==> src/rtl/pe_out_drain.sv <==
// pe_out_drain
//   Drains one captured bank of X_DIM signed PE results into the output
//   feature-map buffer. Every word is requantized on the way out: optional
//   ReLU, an arithmetic right shift, then saturation to DATA_WIDTH bits.
//   Writes go out one word per handshake, and an address counter advances
//   with each accepted write.
// Ports
//   clk, rst              clock and synchronous active-high reset
//   frame_start/base_addr reload the address counter (honoured in IDLE only)
//   cap_valid/cap_ready   capture handshake for the pe_out bank
//   pe_out                X_DIM signed 2*DATA_WIDTH-bit PE results
//   relu_en, shift        requant controls, sampled at capture
//   wr_valid/wr_ready     write handshake toward the output buffer
//   wr_addr, wr_data      write address and requantized word
//   busy                  high while draining
//   done                  one-cycle pulse in the first IDLE cycle after the last write
module pe_out_drain #(
  parameter int X_DIM      = 15,
  parameter int DATA_WIDTH = 8,
  parameter int ADDR_WIDTH = 10
) (
  input  logic                          clk,
  input  logic                          rst,
  input  logic                          frame_start,
  input  logic [ADDR_WIDTH-1:0]         base_addr,
  input  logic                          cap_valid,
  output logic                          cap_ready,
  input  logic signed [2*DATA_WIDTH-1:0] pe_out [X_DIM],
  input  logic                          relu_en,
  input  logic [3:0]                    shift,
  output logic                          wr_valid,
  input  logic                          wr_ready,
  output logic [ADDR_WIDTH-1:0]         wr_addr,
  output logic [DATA_WIDTH-1:0]         wr_data,
  output logic                          busy,
  output logic                          done
);

  localparam int PW   = 2 * DATA_WIDTH;
  localparam int IDXW = (X_DIM > 1) ? $clog2(X_DIM) : 1;
  localparam logic [IDXW-1:0] LAST = IDXW'(X_DIM - 1);

  localparam logic signed [PW-1:0] UMAX = PW'((1 << DATA_WIDTH) - 1);
  localparam logic signed [PW-1:0] SMAX = PW'((1 << (DATA_WIDTH - 1)) - 1);
  localparam logic signed [PW-1:0] SMIN = PW'(-(1 << (DATA_WIDTH - 1)));

  typedef enum logic {IDLE, DRAIN} state_e;

  state_e                 state_q, state_d;
  logic [IDXW-1:0]        idx_q, idx_d;
  logic [ADDR_WIDTH-1:0]  addr_q, addr_d;
  logic                   done_q, done_d;
  logic                   relu_q;
  logic [3:0]             shift_q;
  logic signed [PW-1:0]   buf_q [X_DIM];
  logic                   cap_en;

  // Next-state logic
  always_comb begin
    state_d = state_q;
    idx_d   = idx_q;
    addr_d  = addr_q;
    done_d  = 1'b0;
    cap_en  = 1'b0;
    case (state_q)
      IDLE: begin
        // A reload in the same cycle as a capture lands the first word on base_addr.
        if (frame_start) addr_d = base_addr;
        if (cap_valid) begin
          cap_en  = 1'b1;
          state_d = DRAIN;
          idx_d   = '0;
        end
      end
      DRAIN: begin
        if (wr_ready) begin
          addr_d = addr_q + ADDR_WIDTH'(1);
          if (idx_q == LAST) begin
            state_d = IDLE;
            idx_d   = '0;
            done_d  = 1'b1;
          end else begin
            idx_d = idx_q + IDXW'(1);
          end
        end
      end
      default: state_d = IDLE;
    endcase
  end

  always_ff @(posedge clk) begin
    if (rst) begin
      state_q <= IDLE;
      idx_q   <= '0;
      addr_q  <= '0;
      done_q  <= 1'b0;
      relu_q  <= 1'b0;
      shift_q <= '0;
      for (int i = 0; i < X_DIM; i++) buf_q[i] <= '0;
    end else begin
      state_q <= state_d;
      idx_q   <= idx_d;
      addr_q  <= addr_d;
      done_q  <= done_d;
      if (cap_en) begin
        relu_q  <= relu_en;
        shift_q <= shift;
        for (int i = 0; i < X_DIM; i++) buf_q[i] <= pe_out[i];
      end
    end
  end

  // Requantization, fed only from registered state.
  logic signed [PW-1:0] qv, qs;
  always_comb begin
    qv = buf_q[idx_q];
    if (relu_q && qv < 0) qv = '0;
    qs = qv >>> shift_q;
    wr_data = qs[DATA_WIDTH-1:0];
    if (relu_q) begin
      // qs is non-negative here, so only the upper bound can trip.
      if (qs > UMAX) wr_data = '1;
    end else begin
      if (qs > SMAX)      wr_data = {1'b0, {(DATA_WIDTH-1){1'b1}}};
      else if (qs < SMIN) wr_data = {1'b1, {(DATA_WIDTH-1){1'b0}}};
    end
  end

  assign cap_ready = (state_q == IDLE);
  assign wr_valid  = (state_q == DRAIN);
  assign busy      = (state_q == DRAIN);
  assign wr_addr   = addr_q;
  assign done      = done_q;

endmodule

==> config.mk <==
export PLATFORM = sky130hd
export DESIGN_NAME = pe_out_drain
export DESIGN_NICKNAME = d
export VERILOG_FILES = /design/src/rtl/pe_out_drain.sv
export SDC_FILE = /design/constraint.sdc
export NUM_CORES = 1
export LEC_CHECK = 0
export ABC_AREA = 0
export CAP_MARGIN = 20
export CELL_PAD_IN_SITES_DETAIL_PLACEMENT = 1
export CELL_PAD_IN_SITES_GLOBAL_PLACEMENT = 1
export CORE_ASPECT_RATIO = 0.75
export CORE_MARGIN = 5
export CORE_UTILIZATION = 35
export DETAILED_ROUTE_END_ITERATION = 8
export PLACE_DENSITY = 0.84
export RECOVER_POWER = 25
export SETUP_SLACK_MARGIN = 0.05
export SYNTH_ARGS = -nofsm -noshare
export SYNTH_HDL_FRONTEND = slang
export SYNTH_SLANG_ARGS = --single-unit
==> constraint.sdc <==
create_clock -name clk -period 4.5 [get_ports clk]
set_clock_uncertainty 0.15 [all_clocks]
set_input_delay 0.9 -clock clk [delete_from_list [all_inputs] [get_ports clk]]
set_output_delay 0.9 -clock clk [all_outputs]
set_load 0.1 [all_outputs]
### After elaboration in Yosys (flattened, before gate mapping)

Memory sizes are Yosys's and may differ from the RTL's. A register that Yosys moved wholly into a read port is not among the register bits.
Index checks and enable logic that the tools add are counted.

| word-level totals | value |
|---|---|
| register bits | 21 |
| RAM bits | 240 |
| memories kept | 1 |
| bits of input ports | 260 |

| cells by class | value |
|---|---|
| multiplexer cells | 40 |
| reductions and logical operators | 4 |
| add/subtract/negate cells | 2 |
| shift-type cells | 1 |
| equality and inequality tests | 4 |
| bitwise logic cells | 17 |
| order comparisons | 4 |

Memory list:

| name | depth | width | read ports | clocked after Yosys merged registers in | wr ports | RTL line | source |
|---|---|---|---|---|---|---|---|
| buf_q | 15 | 16 | 1 | 1 | 15 | 55 | `logic signed [PW-1:0] buf_q [X_DIM];` |

Operator list:

| kind | number |
|---|---|
| 16-bit 2-to-1 mux | 16 |
| 8-bit 2-to-1 mux | 4 |
| 10-bit 2-to-1 mux | 2 |
| 4-bit 2-to-1 mux | 5 |
| 10-bit case mux with 2 select lines | 1 |
| 16-bit by 8-bit greater-than comparator with 1-bit output (second input constant) | 1 |
| 16-bit by 9-bit greater-than comparator with 1-bit output (second input constant) | 1 |
| 16-bit by 1-bit less-than comparator with 1-bit output (second input constant) | 1 |
| 16-bit by 8-bit less-than comparator with 1-bit output (second input constant) | 1 |
| 16-bit by 4-bit >>> shifter with 16-bit output | 1 |
| 1-bit OR | 15 |
| 10-bit by 1-bit adder with 10-bit output (second input constant) | 1 |
| 1-bit 2-to-1 mux | 10 |
| 4-bit case mux with 2 select lines | 1 |
| 2-bit inequality test (second input constant) | 3 |
| 4-bit by 1-bit adder with 4-bit output (second input constant) | 1 |
| 4-bit == test (second input constant) | 1 |
| 2-bit AND reduction | 2 |
| 3-bit OR reduction | 1 |
| 1-bit inverter | 2 |
| 1-bit case mux with 2 select lines | 1 |
| 1-bit logical AND | 1 |

### Depth between registers and ports, before layout

| logic depth | value |
|---|---|
| depth in word-level cells | 8 |
| depth in mapped cells | 13 |

### Worst setup path after synthesis

No wires, ideal clock.

| timing path | value |
|---|---|
| path kind | reg2out |
| from | register with a tool-made name |
| to | output port wr_data[7] |
| stages on the path, launching flop included | 11 |
| data required time | 3.450 ns |
| path slack | -1.039 ns |
| arrival | 4.489 ns |
| path through | dfxtp_1 > buf_6 > mux4_2 > nor2_2 > a2bb2oi_4 > nor2_2 > a2111o_1 > and2_1 > o2111ai_1 > and3b_1 > o31ai_1 |

RTL lines:

| item | RTL line | source |
|---|---|---|
| to (decl) | 34 | `output logic [DATA_WIDTH-1:0] wr_data,` |

==> impl_metrics.py <==
metrics = {
    "critical_path": {
        "startpoint_type": "flop",
        "worstPathArrival_ps": 3650,
        "worstSetupEndpointType": "output pin",
        "worstSetupPathType": "reg2out",
        "r2r_cells": 5,
        "path_max_fanout": 16,
        "worstPathRequired_ps": 3450,
    },
    "hold_path": {
        "min_path_type": "reg2reg",
        "min_path_cells": 2,
    },
    "floorplan": {
        "dieHeight_um": 177,
        "ios": 282,
        "start_util_pct": 35.2,
        "num_rows": 61,
        "chipWidth_um": 232,
        "die-area_um2": 41100,
        "core_um2": 36900,
    },
    "drt": {
        "routed_wl_mm": 41.9,
        "avgViaCountPerCell": 5.09,
        "drtIter0Drc": 713,
        "drt-pass1-iter-count": 5,
        "routed-via-count": 9363,
        "ant_nets": 0,
        "route.detailed.drc": 0,
        "wl_per_cell_um": 22.7,
    },
    "power": {
        "power_density_nw_per_um2": 365,
        "sw_frac_of_total_pct": 25.6,
        "p_sw_w": 0.00172,
        "p_leak_nw": 6.56,
        "power_frac_seq_pct": 44.2,
        "intPower_w": 0.00499,
        "p_comb_share_pct": 18.1,
        "design_power_total_w": 0.00671,
        "peakVddDrop_mv": 0.332,
        "power.share.clock_pct": 37.7,
    },
    "synthesis": {
        "netlist_instances": 989,
        "syn_nets": 1252,
        "yosysWarnings": 0,
        "synth_seq_area_share_pct": 59.4,
        "synthArstFlopShare_pct": 0,
        "synth_top_area_cell": "edfxtp_1",
        "yosysTopAreaCellShare_pct": 55.5,
        "ys_seq_elements": 265,
        "ys.flop_type": "edfxtp_1",
        "synth_area_um2": 13000,
        "synth_edf_count": 240,
        "synthTopCellsByArea": "edfxtp_1 (56%), and2_1 (8.0%), mux4_2 (7.3%)",
        "synth.avg_cell_area_um2": 13.1,
        "yosys.cell_types.count": 72,
    },
    "cells_and_area": {
        "final_nets": 1572,
        "area_growth_pct": 41.7,
        "drive_above_1_share_pct": 19.6,
        "finalInstanceArea_um2": 18400,
    },
    "sta": {
        "fin_crit_sh_pct": 104,
        "slew_viol_final": 145,
        "relSlewSlack_pct": -42.3,
        "rsz0062_at_grt": "true",
        "whs_ps": 389,
        "fin_ws_ps": -202,
        "max_freq_mhz": 213,
        "period_minus_slack_ps": 4700,
        "setup-tns-final_ps": -1290,
        "hold_viol_final": 0,
        "max_slew.worst_pin.slew_ps": 2130,
        "setup_viol_count_final": 8,
    },
    "place": {
        "pre_cts_slack_ps": 32.7,
        "place_area_um2": 16500,
        "hpwl_mm": 30.7,
        "globalplace.congestion": 0.876,
        "portBuffers": 281,
    },
    "global_routing": {
        "grt_pass1_vias": 10001,
        "grt_pass1_wl_mm": 62.3,
        "track_usage_pct": 20.0,
        "antenna_found_initial": 9,
        "gr-total-overflow": 0,
        "grt_max_degree": 130,
    },
    "clock_network": {
        "clk_latency_ps": 560,
        "path_clk_slew_ps": 60,
        "hold_buffers": 0,
        "cts_max_level": 1,
        "cts_made_buffers": 29,
        "clockBufferDepth": 3,
        "cts_tree": "yes",
        "cts_sinks": 265,
        "cts_root_buf": "clkbuf_16",
    },
    "job": {
        "maxCapViolCount": 2,
    },
    "status": {
        "status": "finished with violations",
        "violations": "capacitance limit, slew limit, setup timing",
    },
}
==> cells by family after synthesis <==
group                    count (synthesis)  synth area share (%)
AO/OA/AOI/OAI                          149                  8.20
XOR/XNOR                                 1                0.0675
adder cells (fa/ha/maj)                  3                 0.289
buffers and inverters                   80                  3.05
flip-flops                             265                  59.4
multiplexers                            93                  11.6
AND/OR/NAND/NOR                        398                  17.4
==> sequential cells by signal, summed over array words and instances, names as in the netlist, named ones only <==
signal,flops
idx_q,4
done,1
busy,1
shift_q,4
wr_addr,10
relu_q,1
buf_q,240
==> critical path, cell delays in order (launching register included) <==
cell	delay, ps
dfxtp_4	410
buf_12	130
buf_16	160
mux4_2	510
mux4_2	540
mux4_2	500
mux2_4	320
a32oi_4	230
o21ai_4	90
buf_12	170
==> Yosys cell counts (13+ instances only) <==
cell and instances:
nor2_1 32, a21oi_1 25, dfxtp_1 25, nand3_1 15
nor2b_1 89, edfxtp_1 240, mux4_2 42, clkbuf_1 41
mux2i_1 37, o21ai_0 22, a31oi_1 13, nand2_1 51
and2_1 166
==> power by group through the flow <==
stage	logic, W	registers, W	clock network [W]
6_report	0.00121	0.00296	0.00253
5_1_grt	0.00128	0.00298	0.00271
4_1_cts	0.00119	0.00297	0.00260
3_5_place_dp	0.00108	0.00302	0
3_3_place_gp	0.00107	0.00301	0
2_1_floorplan	0.000534	0.00304	0
==> final timing paths <==
check,startpoint,endpoint,slack (ps)
max,flop,wr_data[0],-200
min,idx_q[3]$_SDFFE_PP0P_,idx_q[3]$_SDFFE_PP0P_,390
max reg2reg,busy$_SDFF_PP0_,buf_q[9][5]$_SDFFCE_PN0P_,1170
min reg2reg,idx_q[3]$_SDFFE_PP0P_,idx_q[3]$_SDFFE_PP0P_,390
==> per-layer routing <==
| metal | vias to the layer above | part of all wire (%) | track usage [%] |
|---|---|---|---|
| met5 | - | 0.19 | 0 |
| li1 | 4324 | - | - |
| met2 | 317 | 49 | 33.4 |
| met1 | 4646 | 42 | 26.6 |
| met4 | 12 | 2.1 | 3.64 |
| met3 | 64 | 7.2 | 5.28 |
==> cell usage in the layout (no fill, tap or decap), types with 11 or more instances in the layout <==
master / n
and2_1: 149
clkdlybuf4s50_1: 263
edfxtp_1: 240
nor2_1: 30
buf_4: 50
nand3_1: 14
buf_12: 16
a21oi_1: 21
clkbuf_16: 30
and2_0: 16
mux4_2: 44
nor2b_1: 88
inv_1: 11
nand2_1: 49
dfxtp_1: 22
mux2i_1: 30
o21ai_0: 18
==> final cells by class <==
| cell class | instances | area (µm²) |
|---|---|---|
| fillers | 3731 | 18500 |
| repair buffers | 354 | 3620 |
| clock inverters | 15 | 221 |
| flip-flops and latches | 265 | 7720 |
| diodes | 5 | 12.5 |
| clock buffers | 39 | 795 |
| well taps | 504 | 631 |
| multi-input cells | 645 | 5340 |
| inverters | 14 | 57.6 |
==> what timing repair did <==
item                       CTS  global route
gates resized for setup     75            32
setup endpoints to repair    8             8
pin swaps                   28            19
gates cloned                 2             0
setup buffers               28            10
==> stage by stage <==
stage          utilization (%)  std cells
3_5_place_dp              44.8       1742
6_report                  49.9       1841
2_1_floorplan                -        989
3_3_place_gp              44.8       1742
4_1_cts                   49.2       1826
5_1_grt                   49.9       1838
No activity file was read; power rests on OpenSTA's default activity.
